===== src/rtl/display_pkg.sv =====
// Shared screen codes, sequencer states and helpers for the pet-feeder VGA display path.
package display_pkg;

    localparam logic [1:0] SCR_DIM     = 2'd0;
    localparam logic [1:0] SCR_WELCOME = 2'd1;
    localparam logic [1:0] SCR_IDLE    = 2'd2;
    localparam logic [1:0] SCR_ALERT   = 2'd3;

    // Sequencer states share encodings with the screen codes so screen_sel is the state register.
    typedef logic [1:0] disp_state_t;
    localparam disp_state_t StDim     = SCR_DIM;
    localparam disp_state_t StWelcome = SCR_WELCOME;
    localparam disp_state_t StIdle    = SCR_IDLE;
    localparam disp_state_t StAlert   = SCR_ALERT;

    localparam int unsigned SET_MODE_BIT = 4;

    function automatic int unsigned max_u(input int unsigned a, input int unsigned b);
        return (a > b) ? a : b;
    endfunction

endpackage


===== src/rtl/display_sequencer_blink_gen.sv =====
// Frame-based blink generator for the set-time digit highlight.
module blink_gen #(
    parameter int unsigned BLINK_FRAMES = 30
) (
    input  logic clk,
    input  logic reset,
    input  logic frame_start,
    input  logic enable,
    output logic blink_on,
    output logic blink_on_next
);

    localparam int unsigned CntW = $clog2(BLINK_FRAMES) + 1;
    localparam logic [CntW-1:0] LastCnt = CntW'(BLINK_FRAMES - 1);
    localparam logic [CntW-1:0] CntOne  = CntW'(1);

    logic [CntW-1:0] blink_cnt_q, blink_cnt_d;
    logic            blink_on_q, blink_on_d;

    always_comb begin
        blink_cnt_d = blink_cnt_q;
        blink_on_d  = blink_on_q;
        if (!enable) begin
            blink_cnt_d = '0;
            blink_on_d  = 1'b1;
        end else if (frame_start) begin
            if (blink_cnt_q == LastCnt) begin
                blink_cnt_d = '0;
                blink_on_d  = ~blink_on_q;
            end else if (blink_cnt_q != '1) begin
                blink_cnt_d = blink_cnt_q + CntOne;
            end
        end
    end

    always_ff @(posedge clk) begin
        if (!reset) begin
            blink_cnt_q <= '0;
            blink_on_q  <= 1'b1;
        end else begin
            blink_cnt_q <= blink_cnt_d;
            blink_on_q  <= blink_on_d;
        end
    end

    assign blink_on      = blink_on_q;
    assign blink_on_next = blink_on_d;

endmodule


===== src/rtl/display_sequencer.sv =====
// Screen-level sequencer: picks the rendered screen and gates the set-time highlight blink.
// Optional macro DISPLAY_DIM_EN enables the idle-timeout DIM screen and the dim output.
module display_sequencer
    import display_pkg::*;
#(
    parameter int unsigned WELCOME_FRAMES      = 180,
    parameter int unsigned ALERT_FRAMES        = 300,
    parameter int unsigned IDLE_TIMEOUT_FRAMES = 1800,
    parameter int unsigned BLINK_FRAMES        = 30
) (
    input  logic       clk,
    input  logic       reset,
    input  logic       frame_start,
    input  logic [5:0] state,
    input  logic       feed_evt,
    input  logic       btn_any,
    output logic [1:0] screen_sel,
    output logic       highlight_en,
    output logic       dim,
    output logic       welcome_done
);

`ifdef DISPLAY_DIM_EN
    localparam int unsigned MaxFrames =
        max_u(max_u(WELCOME_FRAMES, ALERT_FRAMES), IDLE_TIMEOUT_FRAMES);
`else
    localparam int unsigned MaxFrames = max_u(WELCOME_FRAMES, ALERT_FRAMES);
    localparam int unsigned unused_idle_frames = IDLE_TIMEOUT_FRAMES;
`endif
    localparam int unsigned CntW = $clog2(MaxFrames) + 1;
    localparam logic [CntW-1:0] WelcomeLast = CntW'(WELCOME_FRAMES - 1);
    localparam logic [CntW-1:0] AlertLast   = CntW'(ALERT_FRAMES - 1);
`ifdef DISPLAY_DIM_EN
    localparam logic [CntW-1:0] IdleLast    = CntW'(IDLE_TIMEOUT_FRAMES - 1);
`endif
    localparam logic [CntW-1:0] CntOne      = CntW'(1);

    disp_state_t     state_q, state_d;
    logic [CntW-1:0] frame_cnt_q, frame_cnt_d, frame_cnt_inc;
    logic            pend_feed_q, pend_feed_d, pend_btn_q, pend_btn_d;
    logic            welcome_done_q, welcome_done_d;
    logic            highlight_q, highlight_d;
    logic            feed_now, btn_now, set_mode;
    logic            blink_on, blink_on_next;
    logic            unused_state;

    assign set_mode      = state[SET_MODE_BIT];
    assign unused_state  = ^{state[5], state[3:0]};
    assign feed_now      = pend_feed_q | feed_evt;
    assign btn_now       = pend_btn_q | btn_any;
    assign frame_cnt_inc = (frame_cnt_q == '1) ? frame_cnt_q : frame_cnt_q + CntOne;

    always_comb begin
        state_d        = state_q;
        frame_cnt_d    = frame_cnt_q;
        pend_feed_d    = pend_feed_q | feed_evt;
        pend_btn_d     = pend_btn_q | btn_any;
        welcome_done_d = welcome_done_q;
        if (frame_start) begin
            pend_feed_d = 1'b0;
            pend_btn_d  = 1'b0;
            frame_cnt_d = frame_cnt_inc;
            unique case (state_q)
                StWelcome: begin
                    if (feed_now) begin
                        state_d = StAlert;
                    end else if (btn_now || frame_cnt_q == WelcomeLast) begin
                        state_d = StIdle;
                    end
                end
                StIdle: begin
                    if (feed_now) begin
                        state_d = StAlert;
                    end else if (btn_now || set_mode) begin
                        frame_cnt_d = '0;
`ifdef DISPLAY_DIM_EN
                    end else if (frame_cnt_q == IdleLast) begin
                        state_d = StDim;
`endif
                    end
                end
                StAlert: begin
                    if (feed_now) begin
                        frame_cnt_d = '0;
                    end else if (btn_now || frame_cnt_q == AlertLast) begin
                        state_d = StIdle;
                    end
                end
                StDim: begin
                    if (feed_now) begin
                        state_d = StAlert;
                    end else if (btn_now || set_mode) begin
                        state_d = StIdle;
                    end
                end
                default: state_d = StWelcome;
            endcase
            if (state_d != state_q) begin
                frame_cnt_d = '0;
            end
            if (state_q == StWelcome && state_d != StWelcome) begin
                welcome_done_d = 1'b1;
            end
        end
    end

    // Uses next-state values so the highlight lines up with screen_sel and the blink phase.
    assign highlight_d = set_mode & blink_on_next & (state_d == StIdle);

    always_ff @(posedge clk) begin
        if (!reset) begin
            state_q        <= StWelcome;
            frame_cnt_q    <= '0;
            pend_feed_q    <= 1'b0;
            pend_btn_q     <= 1'b0;
            welcome_done_q <= 1'b0;
            highlight_q    <= 1'b0;
        end else begin
            state_q        <= state_d;
            frame_cnt_q    <= frame_cnt_d;
            pend_feed_q    <= pend_feed_d;
            pend_btn_q     <= pend_btn_d;
            welcome_done_q <= welcome_done_d;
            highlight_q    <= highlight_d;
        end
    end

`ifdef DISPLAY_DIM_EN
    logic dim_q;
    always_ff @(posedge clk) begin
        if (!reset) begin
            dim_q <= 1'b0;
        end else begin
            dim_q <= (state_d == StDim);
        end
    end
    assign dim = dim_q;
`else
    assign dim = 1'b0;
`endif

    blink_gen #(
        .BLINK_FRAMES(BLINK_FRAMES)
    ) u_blink_gen (
        .clk          (clk),
        .reset        (reset),
        .frame_start  (frame_start),
        .enable       (set_mode),
        .blink_on     (blink_on),
        .blink_on_next(blink_on_next)
    );

    assign screen_sel   = state_q;
    assign highlight_en = highlight_q;
    assign welcome_done = welcome_done_q;

endmodule


===== config.mk =====
export PLATFORM = sky130hd
export DESIGN_NAME = display_sequencer
export DESIGN_NICKNAME = d
export VERILOG_FILES = /design/src/rtl/display_pkg.sv /design/src/rtl/display_sequencer_blink_gen.sv /design/src/rtl/display_sequencer.sv
export SDC_FILE = /design/constraint.sdc
export NUM_CORES = 1
export LEC_CHECK = 0
export CAP_MARGIN = 5
export CORE_MARGIN = 3
export CORE_UTILIZATION = 50
export CTS_CLUSTER_SIZE = 14
export DETAILED_ROUTE_END_ITERATION = 10
export GPL_TIMING_DRIVEN = 0
export PLACE_DENSITY = 0.85
export SLEW_MARGIN = 40
export SYNTH_ARGS = -nofsm -noshare
export SYNTH_HDL_FRONTEND = slang
export SYNTH_SLANG_ARGS = --single-unit
export TNS_END_PERCENT = 1

===== constraint.sdc =====
create_clock -name clk -period 2.3 [get_ports clk]
set_input_delay 0.23 -clock clk [delete_from_list [all_inputs] [get_ports clk]]
set_output_delay 0.23 -clock clk [all_outputs]
set_load 0.01 [all_outputs]

Yosys cells after proc, flatten, opt, wreduce, memory -nomap -nowiden
Index checks and enable logic that the tools add are counted.
- output and inout port bits: 5
- bits in registers: 23
- logic and storage cells: 58
- add/sub/neg operators: 2
- equality and inequality tests: 11
- reductions and logical operators: 10
- bitwise operators: 6
- mux-type cells: 21
- operators with widths (operator ; count):
    10-bit 2-to-1 mux ; 5
    10-bit one-hot mux with 2 select lines ; 1
    2-bit 2-to-1 mux ; 9
    6-bit 2-to-1 mux ; 2
    10-bit by 1-bit adder with 10-bit output (second input constant) ; 1
    10-bit equality test (second input constant) ; 1
    10-bit by 8-bit equality test with 1-bit output (second input constant) ; 1
    10-bit by 9-bit equality test with 1-bit output (second input constant) ; 1
    2-bit one-hot mux with 4 select lines ; 1
    6-bit by 1-bit adder with 6-bit output (second input constant) ; 1
    2-bit equality test (second input constant) ; 3
    6-bit by 5-bit equality test with 1-bit output (second input constant) ; 1
    6-bit inequality test (second input constant) ; 1
    2-bit AND reduction ; 3
    1-bit logical OR ; 3
    1-bit 2-to-1 mux ; 3
    1-bit bitwise AND ; 2
    2-bit by 1-bit equality test with 1-bit output (second input constant) ; 1
    2-bit logical NOT ; 1
    2-bit by 1-bit inequality test with 1-bit output (second input constant) ; 1
    2-bit inequality test ; 1
    1-bit NOT ; 2
    1-bit OR ; 2
    2-bit nonzero test ; 1
    other kinds (2) ; 2

Logic depth before layout (Yosys ltp)
- depth in word-level cells: 9
- depth in mapped cells: 8
- mapped depth without buffers: 7

By module
From an unflattened synthesis, not the netlist that was laid out.
- cells, all modules: 167
- area total of the unflattened synthesis: 1387.6 µm²
- modules (own cells, without submodules) (module ; sequential area each (µm²) ; times used ; cells an instance ; area each (µm²)):
    display_sequencer ; 320.3 ; 1 ; 118 ; 992.2
    blink_gen ; 140.1 ; 1 ; 49 ; 395.4

Least setup slack after synthesis
Ideal clock, no wire load.
- kind: flip-flop to flip-flop
- from: reg state_q[1], in the netlist screen_sel[1]
- to: reg frame_cnt_q[2]
- clock period less this slack: 2.037 ns
- stages on the path, launching flop included: 8
- buffers on the path: 1
- setup slack: 0.263 ns
- arrival: 1.978 ns
- cells stage by stage: dfxtp_1 > or3_1 > or4_4 > o22ai_4 > nand3_4 > buf_6 > a31oi_2 > o22a_1
- longest elaborated chain between the ends: 6
- elaborated cells between the ends (all ways): 16
- those cells by class: eq/ne: 4; mux: 11; reduce/logical: 1
- RTL lines (what ; line ; source):
    start: declaration ; display_sequencer.sv:38 ; disp_state_t state_q, state_d;
    start signal: assignment ; display_sequencer.sv:112 ; state_q <= StWelcome;
    start signal: assignment ; display_sequencer.sv:119 ; state_q <= state_d;
    2-bit 2-to-1 mux, on equally long branches ; display_sequencer.sv:92, display_sequencer.sv:67, display_sequencer.sv:85 ;
    2-bit 2-to-1 mux, on equally long branches ; display_sequencer.sv:90, display_sequencer.sv:65, display_sequencer.sv:83 ;
    2-bit one-hot mux with 4 select lines ; display_sequencer.sv:63 ; unique case (state_q)
    2-bit 2-to-1 mux ; display_sequencer.sv:59 ; if (frame_start) begin
    2-bit inequality test ; display_sequencer.sv:98 ; if (state_d != state_q) begin
    10-bit 2-to-1 mux (*) ; display_sequencer.sv:98 ;
    end signal: assignment ; display_sequencer.sv:120 ; frame_cnt_q <= frame_cnt_d;
    end: declaration ; display_sequencer.sv:39 ; logic [CntW-1:0] frame_cnt_q, frame_cnt_d, frame_cnt_inc;
Mark *: on every way between the ends. The rest lies on a longest branch, timed or not. The select of a mux whose other input is x is not followed.
A chain may end at the register's enable or synchronous reset.

Worst setup path after layout
- from: reg state_q[1], in the netlist screen_sel[1]
- to: reg frame_cnt_q[3]
Same word-level chain as after synthesis.

==> results.cfg <==
[run_status]
run_status = finished, final reports clean

[grt]
gr-total-overflow = 0
grt_pass1_wl_um = 4460
grt_pass1_vias = 1075
antenna_found_initial = 0
grt_max_degree = 13
grt_use_total_pct = 17.2

[setup_path]
r2r_cells = 7
crit_type = flip-flop to flip-flop
critPathRequiredTime_ps = 2580
start_kind = flip-flop
endpoint_kind = flip-flop
r2r_slack_ps = 70
r2r-end = frame_cnt_q[3]$_SDFFE_PN0P_
cp.arrival_ps = 2510
cp_max_fo = 10
regToRegStartpoint = screen_sel[1]$_SDFF_PN0_

[power]
swShare_pct = 26.1
ir_drop_mv = 0.303
pwr-share-comb_pct = 13.0
intPower_mw = 0.517
pwr-share-seq_pct = 59.3
p_sw_mw = 0.183
powerDensity_nw_per_um2 = 493
leakage_nw = 0.580
clkPwrFrac_pct = 27.7

[detailed_routing]
vias = 1127
drt_iter0_markers = 45
drt-total-wl_um = 2640
viasPerCell = 5.99
final_antenna_net_count = 0
first_pass_iters = 4
wl_per_cell_um = 14.1
drc = 0

[placed_design]
numPortBuffers = 8
dp.cells = 184
place_congestion = 0.881
place_ws_ps = -204
dp_hpwl_um = 1920

[die]
design.core.area_um2 = 2300
start_util_pct = 55.0
io_pins = 16
die_y_um = 56.3
std_cell_rows = 17
die_x_um = 56.3
dieArea_um2 = 3160

[hold_path]
hp-class = primary input to flip-flop
min_path_cells = 2
hold_path_end = screen_sel[0]$_SDFF_PN1_
holdCritStartpoint = reset

[yosys]
syn_avg_cell_area_um2 = 8.53
synth_cell_types = 46
synth_compound_area_share_pct = 20.1
synth_fa_ha_area_share_pct = 2.97
yosys.area_share.simple_pct = 31.3
synth_edf_count = 0
muxShareOfSynthArea_pct = 1.68
netlist_area_um2 = 1260
synth_seq_cells = 23
synth_top_family_by_area = simple AND/OR/NAND/NOR gates
ys_seq_area_share_pct = 36.5
ys_warn_count = 0
synth_cells = 148
synth_xor_area_share_pct = 3.47
synthesis.nets = 162
ys.flop_type = dfxtp_1
synth_async_sr_flop_share_pct = 0

[cells_and_area]
finalNonFillerCells = 188
antenna_cells = 0
nets = 175
area_growth_pct = 12.4
utilization_pct = 61.8
drive_above_1_share_pct = 9.38

[sta]
holdWs_ps = 158
slew_violations = 0
clock_skew_ps = 3.15
maxSlewHeadroom_pct = 67.0
fmax_mhz = 448
worstMarginPinSlew_ps = 490
setup_viol = 0
rsz0062_at_grt = false
setup_ws_ps = 70.2
min_period_over_period_pct = 96.9
hold_viol = 0
period_minus_slack_ps = 2230

[job]
cap_violations = 0

[clock_network]
clockRootBuffer = clkbuf_4
clk-insertion-delay-late_ps = 320
htree_levels = 1
cts_made_buffers = 3
cts_tree = built
clock-sinks = 23
post-cts-setup-buffers = 0
clk_pin_slew_worst_paths_ps = 130
cts_max_path_buffers = 2
==> power groups by stage <==
stage	Clock [mW]	Combinational, mW	Sequential, mW
final	0.194	0.0908	0.415
after floorplan	0	0.0572	0.425
after global placement	0	0.0873	0.423
after global routing	0.206	0.0989	0.416
after detailed placement	0	0.0907	0.424
after CTS	0.188	0.0909	0.415
==> cell usage in the layout, fill, tap and decap left out, types with 2 or more instances in the layout <==
cell / n
ha_1: 3
and3_1: 7
nand4_1: 2
a311oi_1: 2
nor3_1: 4
o211a_1: 2
xnor2_1: 3
o21ai_0: 3
a21o_1: 2
a31oi_2: 2
o21ai_1: 3
nor2b_1: 3
dfxtp_1: 23
nand3_1: 12
xor2_1: 2
and4_1: 2
o22a_1: 4
a21oi_1: 4
clkbuf_1: 4
nand2_1: 11
nand2b_1: 2
clkbuf_4: 3
clkdlybuf4s50_1: 8
inv_1: 3
nor2_1: 23
==> registers in the layout, summed over array words and instances (netlist names) <==
name                     count
frame_cnt_q                 10
highlight_en                 1
pend_btn_q                   1
pend_feed_q                  1
screen_sel                   2
u_blink_gen.blink_cnt_q      6
u_blink_gen.blink_on         1
welcome_done                 1
==> critical path, cell delays in order (launching register included) <==
cell	delay [ps]
dfxtp_1	390
or3_1	420
or4_4	520
o22ai_4	230
nand3_4	150
buf_6	180
nor3_1	200
a21o_1	100
==> how the worst max path moves through the flow <==
stage | endpoint | startpoint | slack, ps
3_3_place_gp | frame_cnt_q[2]$_SDFFE_PN0P_ | btn_any | -130
4_1_cts | frame_cnt_q[3]$_SDFFE_PN0P_ | screen_sel[1]$_SDFF_PN0_ | 80
6_report | frame_cnt_q[3]$_SDFFE_PN0P_ | screen_sel[1]$_SDFF_PN0_ | 70
2_1_floorplan | frame_cnt_q[2]$_SDFFE_PN0P_ | screen_sel[1]$_SDFF_PN0_ | 260
3_5_place_dp | frame_cnt_q[3]$_SDFFE_PN0P_ | btn_any | -200
5_1_grt | frame_cnt_q[3]$_SDFFE_PN0P_ | screen_sel[1]$_SDFF_PN0_ | 2
==> per-layer routing <==
layer  up-vias  global-route usage, %  part of all wire [%]
met5         -                      0                     0
met4         0                   8.47                   1.4
met3         4                   2.53                   4.9
met2        24                   28.9                    47
met1       532                   21.4                    47
li1        567                      -                     -
==> cells in the mapped netlist, types with 2 or more instances <==
cell type,n,area share (%)
dfxtp_1,23,36
inv_1,3,0.89
clkbuf_1,3,0.89
a311oi_1,2,1.4
a21oi_1,4,1.6
nand4_1,2,0.99
and4_1,2,1.4
and3_1,7,3.5
a21o_1,2,1.2
o21ai_1,3,1.2
nand3_1,12,4.8
xor2_1,2,1.4
nor2b_1,3,1.5
a31oi_2,2,2.0
nor2_1,23,6.8
xnor2_1,3,2.1
nand2b_1,2,0.99
ha_1,3,3.0
o211a_1,2,1.6
nand2_1,11,3.3
o21ai_0,3,1.2
o22a_1,4,2.8
nor3_1,4,1.6
==> final cells by class <==
| cell class | count | area [µm²] |
|---|---|---|
| repair buffers | 8 | 80.1 |
| inverters | 3 | 11.3 |
| multi-input cells | 116 | 771 |
| clock buffers | 4 | 26.3 |
| fillers | 201 | 878 |
| plain buffers | 6 | 35.0 |
| well taps | 28 | 35.0 |
| flip-flops and latches | 23 | 460 |
==> cell families after synthesis <==
family | after synthesis
and+or+nand+nor | 74
AOI/OAI and AO/OA | 31
DFF | 23
buffers and inverters | 9
xor gates and xnor gates | 5
adders and majority gates | 3
muxes | 2
other | 1
==> per-stage QoR <==
step / setup TNS, ps / cell area [µm²] / total power, mW
finish: 0 / 1420 / 0.700
global route: 0 / 1420 / 0.721
CTS: 0 / 1410 / 0.694
detailed placement: -1470 / 1380 / 0.515
global placement: -762 / 1380 / 0.510
floorplan: 0 / 1260 / 0.482
==> what timing repair did <==
item | 4_1_cts | 5_1_grt
endpoints found under the setup margin | 4 | 4
gates resized for setup | 1 | 1
hold buffers | 0 | 0
Power figures use the tool's default switching activity.
